--- config.mk ---
export PLATFORM = sky130hd
export DESIGN_NAME = parking_slot_allocator
export DESIGN_NICKNAME = d
export VERILOG_FILES = /design/src/rtl/parking_slot_allocator_pkg.sv /design/src/rtl/parking_slot_allocator_slot_priority_encoder.sv /design/src/rtl/parking_slot_allocator.sv
export SDC_FILE = /design/constraint.sdc
export NUM_CORES = 1
export LEC_CHECK = 0
export ABC_AREA = 1
export CORE_MARGIN = 5
export CORE_UTILIZATION = 52
export CTS_BUF_LIST = sky130_fd_sc_hd__clkbuf_4 sky130_fd_sc_hd__clkbuf_8 sky130_fd_sc_hd__clkbuf_16
export DETAILED_ROUTE_END_ITERATION = 10
export PLACE_DENSITY = 0.84
export SYNTH_ARGS = -nofsm -noshare
export SYNTH_HDL_FRONTEND = slang
export SYNTH_SLANG_ARGS = --single-unit
--- constraint.sdc ---
create_clock -name clk_i -period 5.3 [get_ports clk_i]
set_input_delay 1.06 -clock clk_i [delete_from_list [all_inputs] [get_ports clk_i]]
set_output_delay 1.06 -clock clk_i [all_outputs]
set_load 0.02 [all_outputs]
--- src/rtl/parking_slot_allocator_pkg.sv ---
// Shared constants and state encoding for the parking slot allocator.
package parking_slot_allocator_pkg;
  localparam int         NUM_SLOTS = 8;
  localparam logic [7:0] FULL_MASK = 8'hFF;

  typedef enum logic {
    IDLE = 1'b0,
    GATE = 1'b1
  } state_e;
endpackage

--- src/rtl/parking_slot_allocator_slot_priority_encoder.sv ---
// Finds the lowest-index free (zero) bit of the occupancy vector.
module slot_priority_encoder
  import parking_slot_allocator_pkg::*;
(
  input  logic [7:0] vec_i,
  output logic       free_found_o,
  output logic [2:0] free_idx_o
);

  // Lowest zero bit wins; an all-ones vector reports no free slot.
  always_comb begin
    free_found_o = 1'b1;
    free_idx_o   = 3'd0;
    casez (vec_i)
      8'b???????0: free_idx_o = 3'd0;
      8'b??????01: free_idx_o = 3'd1;
      8'b?????011: free_idx_o = 3'd2;
      8'b????0111: free_idx_o = 3'd3;
      8'b???01111: free_idx_o = 3'd4;
      8'b??011111: free_idx_o = 3'd5;
      8'b?0111111: free_idx_o = 3'd6;
      8'b01111111: free_idx_o = 3'd7;
      default: begin
        free_found_o = 1'b0;
        free_idx_o   = 3'd0;
      end
    endcase
  end

endmodule

--- src/rtl/parking_slot_allocator.sv ---
// Owns the parking occupancy vector: grants lowest free slot on entry,
// frees slots on exit, drives the entry gate and publishes status.
module parking_slot_allocator
  import parking_slot_allocator_pkg::*;
#(
  parameter int GATE_CYCLES = 4
) (
  input  logic       clk_i,
  input  logic       rst_i,
  input  logic       enter_req_i,
  input  logic       exit_req_i,
  input  logic [2:0] exit_slot_i,
  output logic       grant_valid_o,
  output logic [2:0] grant_slot_o,
  output logic       full_reject_o,
  output logic       exit_error_o,
  output logic       gate_open_o,
  output logic [7:0] capacity_o,
  output logic [3:0] parked_o,
  output logic       full_o,
  output logic       empty_o
);

  localparam logic [3:0] GATE_LOAD = 4'(GATE_CYCLES);

  function automatic logic [3:0] popcount8(input logic [7:0] v);
    logic [3:0] c;
    c = 4'd0;
    for (int i = 0; i < NUM_SLOTS; i++) begin
      c = c + {3'b000, v[i]};
    end
    return c;
  endfunction

  state_e     state_q, state_d;
  logic [3:0] cnt_q, cnt_d;
  logic [7:0] capacity_q, capacity_d;
  logic [3:0] parked_q, parked_d;
  logic       full_q, full_d;
  logic       empty_q, empty_d;
  logic       grant_valid_q, grant_valid_d;
  logic [2:0] grant_slot_q, grant_slot_d;
  logic       full_reject_q, full_reject_d;
  logic       exit_error_q, exit_error_d;
  logic       gate_open_q, gate_open_d;

  logic       exit_hit_s;
  logic [7:0] post_exit_s;
  logic       free_found_s;
  logic [2:0] free_idx_s;

  // A legal exit is applied before allocation so a freed slot can be reused at once.
  assign exit_hit_s  = exit_req_i & capacity_q[exit_slot_i];
  assign post_exit_s = exit_hit_s ? (capacity_q & ~(8'h01 << exit_slot_i)) : capacity_q;

  slot_priority_encoder u_enc (
    .vec_i        (post_exit_s),
    .free_found_o (free_found_s),
    .free_idx_o   (free_idx_s)
  );

  // Next-state, allocation and gate timing.
  always_comb begin
    state_d       = state_q;
    cnt_d         = cnt_q;
    capacity_d    = post_exit_s;
    grant_valid_d = 1'b0;
    grant_slot_d  = grant_slot_q;
    full_reject_d = 1'b0;
    gate_open_d   = gate_open_q;
    exit_error_d  = exit_req_i & ~capacity_q[exit_slot_i];
    case (state_q)
      IDLE: begin
        gate_open_d = 1'b0;
        if (enter_req_i) begin
          if (free_found_s) begin
            capacity_d    = post_exit_s | (8'h01 << free_idx_s);
            grant_valid_d = 1'b1;
            grant_slot_d  = free_idx_s;
            gate_open_d   = 1'b1;
            cnt_d         = GATE_LOAD;
            state_d       = GATE;
          end else begin
            full_reject_d = 1'b1;
          end
        end else begin
          state_d = IDLE;
        end
      end
      GATE: begin
        cnt_d = cnt_q - 4'd1;
        if (cnt_q <= 4'd1) begin
          cnt_d       = 4'd0;
          gate_open_d = 1'b0;
          state_d     = IDLE;
        end else begin
          gate_open_d = 1'b1;
        end
      end
      default: begin
        state_d     = IDLE;
        cnt_d       = 4'd0;
        gate_open_d = 1'b0;
      end
    endcase
    parked_d = popcount8(capacity_d);
    full_d   = (capacity_d == FULL_MASK);
    empty_d  = (capacity_d == 8'h00);
  end

  // State and registered outputs.
  always_ff @(posedge clk_i) begin
    if (rst_i) begin
      state_q       <= IDLE;
      cnt_q         <= 4'd0;
      capacity_q    <= 8'h00;
      parked_q      <= 4'd0;
      full_q        <= 1'b0;
      empty_q       <= 1'b1;
      grant_valid_q <= 1'b0;
      grant_slot_q  <= 3'd0;
      full_reject_q <= 1'b0;
      exit_error_q  <= 1'b0;
      gate_open_q   <= 1'b0;
    end else begin
      state_q       <= state_d;
      cnt_q         <= cnt_d;
      capacity_q    <= capacity_d;
      parked_q      <= parked_d;
      full_q        <= full_d;
      empty_q       <= empty_d;
      grant_valid_q <= grant_valid_d;
      grant_slot_q  <= grant_slot_d;
      full_reject_q <= full_reject_d;
      exit_error_q  <= exit_error_d;
      gate_open_q   <= gate_open_d;
    end
  end

  assign grant_valid_o = grant_valid_q;
  assign grant_slot_o  = grant_slot_q;
  assign full_reject_o = full_reject_q;
  assign exit_error_o  = exit_error_q;
  assign gate_open_o   = gate_open_q;
  assign capacity_o    = capacity_q;
  assign parked_o      = parked_q;
  assign full_o        = full_q;
  assign empty_o       = empty_q;

endmodule

==> impl_metrics.yaml, run 1 <==
cts:
  cts_hold_buf: 0
  ctsHtreeMaxLevel: 1
  postCtsSetupBuffers: 0
  root_buffer: "clkbuf_4"
  clock_path_buffers: 2
  cts_sinks: 25
  clk_pin_slew_worst_paths_ps: 130
  cts_resized: 0
  cts_tree: "done"
  clkLatencyLatePin_ps: 320
  cts_buffers: 3
synthesis:
  ys_ff_latch: 25
  async_reset_ff_frac: 0
  yosysSeqAreaShare: 0.318
  synth-adder-area-share: 0.107
  ys_types: 27
  synth_edf_count: 0
  synth_top_family_by_area: "simple AND/OR/NAND/NOR gates"
  synth-compound-area-share: 0.0979
  synthXorXnorAreaFrac: 0.0167
  synth.avg_cell_area_um2: 7.12
  netlist.top_cell.by_area: "dfxtp_1"
  netlist_area_um2: 1570
  syn_nets: 239
  synth.top_cells.by_area: "dfxtp_1, nand2_1, inv_1"
  synth_common_cells: "nand2_1, inv_1, nor2_1, dfxtp_1, a21oi_1"
  synth-simple-area-share: 0.345
  synth_mux_area_frac: 0
  ys_warn_count: 0
  synth_cells: 221
  yosysMostFrequentCell: "nand2_1"
  synth_ff_type: "dfxtp_1"
  yosysTopAreaCellShare: 0.318
placed_design:
  placed_cell_area_um2: 1870
  numPortBuffers: 27
  gp_routability_congestion: 0.876
  hpwl_um: 2640
  place_ws_ps: 13.8
  dp_cells: 278
pwr:
  swShare: 0.301
  powerDensity_nw_per_um2: 202
  power_mw: 0.384
  leakagePower_nw: 0.910
  power.switching_mw: 0.115
  p_seq_frac: 0.529
  peakVddDrop_v: 0.000131
  combPwrFrac: 0.239
  p_int_mw: 0.268
  clockPowerShare: 0.232
timing:
  skew_ps: 3.30
  holdWs_ps: 483
  setup_tns_ps: 0
  finalCritPeriodShare: 0.930
  rsz0062_at_grt: "false"
  setup_ws_ps: 372
  tightest_slew_ps: 717
  slew_violations: 0
  setup_viol: 0
  post-route-min-period_ps: 4930
  hold_viol: 0
  fmaxAchievable_ghz: 0.203
  slew_headroom: 0.521
grt:
  antenna_found_initial: 0
  grt_pass1_wl_um: 5750
  grt_overflow: 0
  grt_use_total: 0.170
  grt_pass1_vias: 1381
  grt_max_degree: 21
worst_setup_path:
  reg2reg_from: "capacity_o[1]$_SDFF_PP0_"
  r2r_setup_slack_ps: 1460
  worstPathArrival_ps: 5130
  critical_path_class: "input port to register"
  start_kind: "input port"
  cp.required_ps: 5500
  critPathMaxFanout: 8
  r2r-end: "parked_o[2]$_SDFF_PP0_"
  worstRegToRegCells: 19
  cp-end-kind: "register"
route:
  viasPerCell: 5.19
  wl_um: 3280
  wl_per_cell_um: 11.6
  drc: 0
  num_vias: 1464
  first_pass_iters: 4
  drtIter0Drc: 96
  ant_nets: 0
flow_run:
  maxCapViolCount: 0
die:
  initial_core_util: 0.528
  die_h_um: 65.0
  coreArea_um2: 2980
  die_area_um2: 4220
  rows: 20
  io-pin-count: 28
  die_w_um: 65.0
worst_hold_path:
  min_from: "grant_slot_o[0]$_SDFFE_PP0P_"
  hold_depth: 2
  worstHoldEndpoint: "grant_slot_o[0]$_SDFFE_PP0P_"
  hold_class: "register to register"
cells_and_area:
  nets: 268
  fin_area_um2: 1900
  seq_area_um2: 500
  nFillCells: 261
  finalNonFillerCells: 282
  syn_to_final_growth_pct: 21.1
  final_util: 0.639
  multi_input_area_um2: 891
  drive_above_1_share: 0.112
  antennaDiodeCount: 0
run_status:
  status: "complete, no violations"
==> cells by family (layout without fill, tap and decap cells) <==
logic type	count (synthesis)	after routing
flip-flops	25	25
buffers and inverters	45	73
AND/OR/NAND/NOR	112	112
AO/OA/AOI/OAI	25	25
adder cells (fa/ha/maj)	11	11
XOR/XNOR	3	3
==> power groups by stage <==
stage	clock, mW	combinational, mW	sequential (mW)
5_1_grt	0.101	0.104	0.205
6_report	0.0890	0.0919	0.203
3_3_place_gp	0	0.0897	0.207
2_1_floorplan	0	0.0547	0.214
3_5_place_dp	0	0.0920	0.207
4_1_cts	0.0927	0.0926	0.203
==> routing by layer <==
layer  global-route usage  vias up  routed length, µm
li1                     -      755                  -
met1                0.221      653               1490
met2                0.281       45               1520
met3               0.0295       11                191
met4               0.0607        0                 76
met5                    0        -                  0
==> cell usage in the layout (no fill, tap or decap) <==
| master | n |
|---|---|
| a21oi_1 | 10 |
| a21oi_2 | 2 |
| a22oi_1 | 1 |
| a31oi_1 | 3 |
| a31oi_2 | 1 |
| a41oi_1 | 2 |
| buf_4 | 3 |
| clkbuf_4 | 4 |
| clkdlybuf4s50_1 | 27 |
| dfxtp_1 | 25 |
| fa_1 | 4 |
| ha_1 | 7 |
| inv_1 | 38 |
| inv_4 | 1 |
| nand2_1 | 52 |
| nand2_2 | 8 |
| nand3_1 | 5 |
| nand3_2 | 3 |
| nand3_4 | 2 |
| nand4_1 | 9 |
| nor2_1 | 27 |
| nor2_2 | 1 |
| nor2_4 | 3 |
| nor3_1 | 2 |
| o21ai_0 | 6 |
| xor2_1 | 3 |
==> final cells by class <==
class / count / area share
multi-input cells: 151 / 0.468
flip-flops and latches: 25 / 0.263
repair buffers: 30 / 0.154
inverters: 39 / 0.0782
well taps: 33 / 0.0217
clock buffers: 4 / 0.0158
==> critical path, cell delays in order <==
cell and delay [ps]:
clkdlybuf4s50_1 650, inv_4 80, nand2_1 70, nand2_1 40, nand2_1 90, nand3_4 120, nand4_1 100, nand2_1 60
nor2_1 210, a41oi_1 200, fa_1 540, inv_1 60, fa_1 500, inv_1 60, fa_1 460, inv_1 70
ha_1 160, inv_1 60, fa_1 370, xor2_1 130, nor2_1 50
==> state kept, by name, indices dropped and copies added, names as in the netlist <==
| register | count |
|---|---|
| capacity_o | 8 |
| cnt_q | 4 |
| parked_o | 4 |
| grant_slot_o | 3 |
| empty_o | 1 |
| exit_error_o | 1 |
| full_o | 1 |
| full_reject_o | 1 |
| gate_open_o | 1 |
| grant_valid_o | 1 |
==> worst max path at each step <==
| stage | start | end | slack (ps) | depth (start not counted) |
|---|---|---|---|---|
| after CTS | exit_slot_i[0] | parked_o[2]$_SDFF_PP0_ | 350 | 21 |
| after global routing | exit_slot_i[0] | parked_o[2]$_SDFF_PP0_ | 70 | 21 |
| after global placement | exit_slot_i[0] | parked_o[2]$_SDFF_PP0_ | 120 | 21 |
| after floorplan | exit_slot_i[0] | parked_o[2]$_SDFF_PP0_ | 800 | 21 |
| after detailed placement | exit_slot_i[0] | parked_o[2]$_SDFF_PP0_ | 10 | 21 |
| final | exit_slot_i[0] | parked_o[2]$_SDFF_PP0_ | 370 | 21 |
(Power assumes the default switching activity.)
==> run 2: changes to the inputs <==
- CORE_UTILIZATION: 52 -> 55
- PLACE_DENSITY: 0.84 -> 0.88
- SETUP_SLACK_MARGIN: default -> 0.5
- clock period: 5.3 -> 5.85 ns (I/O delays scaled with it)
==> run 2 against run 1 <==
Against the previous run: worst setup slack better by 390 ps; routed wire length decreased by 0.52%; largest power group unchanged; largest cell class unchanged; sequential cell count did not move.
==> impl_metrics.yaml, run 2 (same netlist as run 1, synthesis figures left out) <==
pwr:
  power.switching_mw: 0.104
  leakagePower_nw: 0.910
  clockPowerShare: 0.232
  p_seq_frac: 0.531
  powerDensity_nw_per_um2: 184
  peakVddDrop_v: 0.000183
  p_int_mw: 0.242
  combPwrFrac: 0.238
  swShare: 0.301
worst_hold_path:
  hold_depth: 2
  hold_class: "register to register"
  min_from: "grant_slot_o[0]$_SDFFE_PP0P_"
grt:
  grt_pass1_vias: 1351
  grt_pass1_wl_um: 5660
  grt_use_total: 0.168
  antenna_found_initial: 0
  grt_overflow: 0
  grt_max_degree: 21
route:
  num_vias: 1460
  drc: 0
  viasPerCell: 5.25
  wl_per_cell_um: 11.7
  first_pass_iters: 4
  ant_nets: 0
  drtIter0Drc: 96
  wl_um: 3270
worst_setup_path:
  critPathMaxFanout: 10
  cp.required_ps: 6050
  start_kind: "input port"
  critical_path_class: "input port to register"
  cp-end-kind: "register"
  cp_cell_sequence: "clkdlybuf4s50_1 > inv_1 > nand2_1 > inv_1 > nand4_1 > nand2_1 > nor2_1 > a41oi_1 > fa_1 > inv_1 > fa_1 > inv_1 > fa_1 > inv_1 > ha_1 > inv_1 > fa_1 > xor2_1 > nor2_1"
  worstPathArrival_ps: 5280
  reg2reg_from: "capacity_o[1]$_SDFF_PP0_"
  crit_buf_inv: 7
  cpLargestDelayFamily: "adder cells"
  critPathSlowestCell: "clkdlybuf4s50_1"
  startpoint: "exit_slot_i[2]"
  crit_top_cell: "inv_1"
  worstRegToRegCells: 19
  crit_cells: 19
  max_stage_delay_ps: 700
die:
  die_area_um2: 4030
  initial_core_util: 0.570
  coreArea_um2: 2760
  die_h_um: 63.5
  die_w_um: 63.5
  io-pin-count: 28
  rows: 19
cts:
  clk_pin_slew_worst_paths_ps: 130
  clkLatencyLatePin_ps: 320
  cts_buffers: 3
  cts_hold_buf: 0
  cts_resized: 0
  postCtsSetupBuffers: 0
  cts_sinks: 25
  clock_path_buffers: 2
  root_buffer: "clkbuf_4"
  ctsHtreeMaxLevel: 1
  cts_tree: "done"
timing:
  skew_ps: 3.05
  holdWs_ps: 479
  post-route-min-period_ps: 5090
  finalCritPeriodShare: 0.869
  setup_tns_ps: 0
  slew_headroom: 0.530
  rsz0062_at_grt: "false"
  tightest_slew_ps: 702
  hold_viol: 0
  fmaxAchievable_ghz: 0.197
  slew_violations: 0
  setup_viol: 0
cells_and_area:
  final_common_cell: "nand2_1"
  drive_above_1_share: 0.105
  nets: 266
  antennaDiodeCount: 0
  largest_reg_flops: 8
  final_util: 0.685
  fin_area_um2: 1890
  finalNonFillerCells: 278
  syn_to_final_growth_pct: 20.1
  mostFrequentLayoutCells: "nand2_1, inv_1, nor2_1, clkdlybuf4s50_1, dfxtp_1"
placed_design:
  dp_cells: 274
  numPortBuffers: 27
  hpwl_um: 2570
  placed_cell_area_um2: 1860
  gp_routability_congestion: 0.935
flow_run:
  maxCapViolCount: 0
run_status:
  status: "complete, no violations"
==> run 2: final cells by class <==
cell class,count,area (µm²)
multi-input cells,151,891
fillers,231,868
flip-flops and latches,25,500
repair buffers,28,280
inverters,39,149
well taps,31,38.8
clock buffers,4,30.0
==> run 2: path summary, 6_finish.rpt <==
check	slack (ps)	endpoint
max	760	parked_o[2]$_SDFF_PP0_
min	480	grant_slot_o[0]$_SDFFE_PP0P_
max reg2reg	1920	parked_o[2]$_SDFF_PP0_
min reg2reg	480	grant_slot_o[0]$_SDFFE_PP0P_
==> run 2: through the flow <==
stage	setup slack (ps)	power (mW)
after detailed placement	400	0.270
after CTS	728	0.349
after global routing	508	0.366
after floorplan	1240	0.243
final	764	0.347
after global placement	486	0.268
==> run 2: worst register-to-register path, cell delays in order, from the launching register on <==
cell     delay [ps]
dfxtp_1         370
nand2_1          80
nand2_1          50
nand2_1          90
nand3_4         120
nand4_1         100
nand2_1          60
nor2_1          230
a41oi_1         260
fa_1            570
inv_1            50
fa_1            500
inv_1            50
fa_1            450
inv_1            70
ha_1            160
inv_1            50
fa_1            370
xor2_1          140
nor2_1           50
==> run 2: power groups by stage <==
stage               combinational (mW)  clock (mW)  sequential, mW
floorplan                       0.0495           0           0.194
CTS                             0.0829      0.0820           0.184
finish                          0.0825      0.0804           0.184
global route                    0.0937      0.0872           0.185
detailed placement              0.0824           0           0.188
global placement                0.0808           0           0.188
==> run 2: layer usage <==
layer	up-vias	routed length, µm	global-route usage
met2	44	1490	0.273
met5	-	0	0
met3	7	191	0.0320
met4	0	55	0.0649
met1	662	1530	0.218
li1	747	-	-
==> run 3: changes to the inputs <==
- CORE_UTILIZATION: 55 -> 56
- GPL_TIMING_DRIVEN: default -> 0
- PLACE_DENSITY: 0.88 -> 0.89
- TNS_END_PERCENT: default -> 30
==> run 3 against run 2 <==
Against the previous run: combinational power fell by 0.8%; power fell by 0.58%; sequential power barely moved; maximum frequency fell by 0.55%.
==> impl_metrics.yaml, run 3 (same netlist as run 1, synthesis figures left out) <==
cts:
  cts_tree: "done"
  postCtsSetupBuffers: 0
  cts_buffers: 3
  ctsHtreeMaxLevel: 1
  clock_path_buffers: 2
  cts_hold_buf: 0
  clkLatencyLatePin_ps: 310
  cts_sinks: 25
  cts_resized: 0
  clk_pin_slew_worst_paths_ps: 120
  root_buffer: "clkbuf_4"
grt:
  grt_max_degree: 14
  antenna_found_initial: 0
  grt_pass1_wl_um: 5690
  grt_use_total: 0.170
  grt_pass1_vias: 1333
  grt_overflow: 0
cells_and_area:
  drive_above_1_share: 0.112
  antennaDiodeCount: 0
  syn_to_final_growth_pct: 19.6
  largest_reg_flops: 8
  mostFrequentLayoutCells: "nand2_1, inv_1, nor2_1, dfxtp_1, clkdlybuf4s50_1"
  fin_area_um2: 1880
  nets: 268
  finalNonFillerCells: 280
  final_util: 0.688
  final_common_cell: "nand2_1"
timing:
  slew_violations: 0
  fmaxAchievable_ghz: 0.196
  hold_viol: 0
  setup_ws_ps: 736
  post-route-min-period_ps: 5110
  setup_tns_ps: 0
  setup_viol: 0
  finalCritPeriodShare: 0.874
  holdWs_ps: 473
  tightest_slew_ps: 482
  slew_headroom: 0.675
  rsz0062_at_grt: "false"
  skew_ps: 3.54
pwr:
  p_seq_frac: 0.533
  leakagePower_nw: 0.902
  powerDensity_nw_per_um2: 183
  combPwrFrac: 0.237
  peakVddDrop_v: 0.000165
  power_mw: 0.345
  clockPowerShare: 0.230
  swShare: 0.300
  p_int_mw: 0.242
  power.switching_mw: 0.103
worst_setup_path:
  cp-end-kind: "register"
  start_kind: "input port"
  critical_path_class: "input port to register"
  critPathMaxFanout: 7
  worstPathArrival_ps: 5320
  cp.required_ps: 6050
die:
  coreArea_um2: 2730
  io-pin-count: 28
  die_h_um: 63.0
  die_area_um2: 3970
  rows: 19
  initial_core_util: 0.575
  die_w_um: 63.0
placed_design:
  place_ws_ps: 412
  dp_cells: 276
  hpwl_um: 2610
  placed_cell_area_um2: 1850
  gp_routability_congestion: 0.901
  numPortBuffers: 24
worst_hold_path:
  hold_class: "register to register"
route:
  drtIter0Drc: 109
  ant_nets: 0
  viasPerCell: 5.21
  num_vias: 1459
  first_pass_iters: 4
  wl_per_cell_um: 11.8
  wl_um: 3300
  drc: 0
run_status:
  status: "complete, no violations"
flow_run:
  maxCapViolCount: 0
==> run 3: cell count changes in the layout (fill, tap and decap cells not counted), sizes merged <==
cell	previous run	this run
clkdlybuf4s50	26	24
buf	1	4
clkbuf	4	6
dlymetal6s2s	1	0
==> run 3: path summary, 6_finish.rpt <==
check	slack [ps]	from	endpoint	cells past startpoint
max reg2reg	1850	capacity_o[1]$_SDFF_PP0_	parked_o[2]$_SDFF_PP0_	19
max	740	exit_slot_i[1]	parked_o[2]$_SDFF_PP0_	19
min	470	grant_slot_o[0]$_SDFFE_PP0P_	grant_slot_o[0]$_SDFFE_PP0P_	2
min reg2reg	470	grant_slot_o[0]$_SDFFE_PP0P_	grant_slot_o[0]$_SDFFE_PP0P_	2
==> run 3: cell type report <==
cell class              instances  area (µm²)
repair buffers                 24         240
multi-input cells             151         891
inverters                      39         149
well taps                      31        38.8
flip-flops and latches         25         500
plain buffers                   6        32.5
clock buffers                   4        30.0
fillers                       231         852
==> run 3: metal layers <==
metal | track usage | vias up | wire (µm)
li1 | - | 748 | -
met1 | 0.223 | 657 | 1540
met2 | 0.286 | 49 | 1530
met3 | 0.0252 | 5 | 184
met4 | 0.0477 | 0 | 42
met5 | 0 | - | 0
==> run 3: power by group through the flow <==
stage | Combinational [mW] | Clock, mW | Sequential, mW
after floorplan | 0.0495 | 0 | 0.194
after global placement | 0.0799 | 0 | 0.187
after detailed placement | 0.0814 | 0 | 0.188
after CTS | 0.0822 | 0.0818 | 0.184
after global routing | 0.0919 | 0.0879 | 0.185
final | 0.0818 | 0.0792 | 0.184
==> run 3: worst max-delay path, cell delays in order <==
cell             delay, ps
clkdlybuf4s50_1        590
inv_1                  120
nand2_1                120
nand3_4                120
nand4_1                100
nand2_1                 50
nor2_1                 230
a41oi_1                290
fa_1                   590
inv_1                   50
fa_1                   490
inv_1                   50
fa_1                   470
inv_1                   70
ha_1                   170
inv_1                   60
fa_1                   370
xor2_1                 150
nor2_1                  50
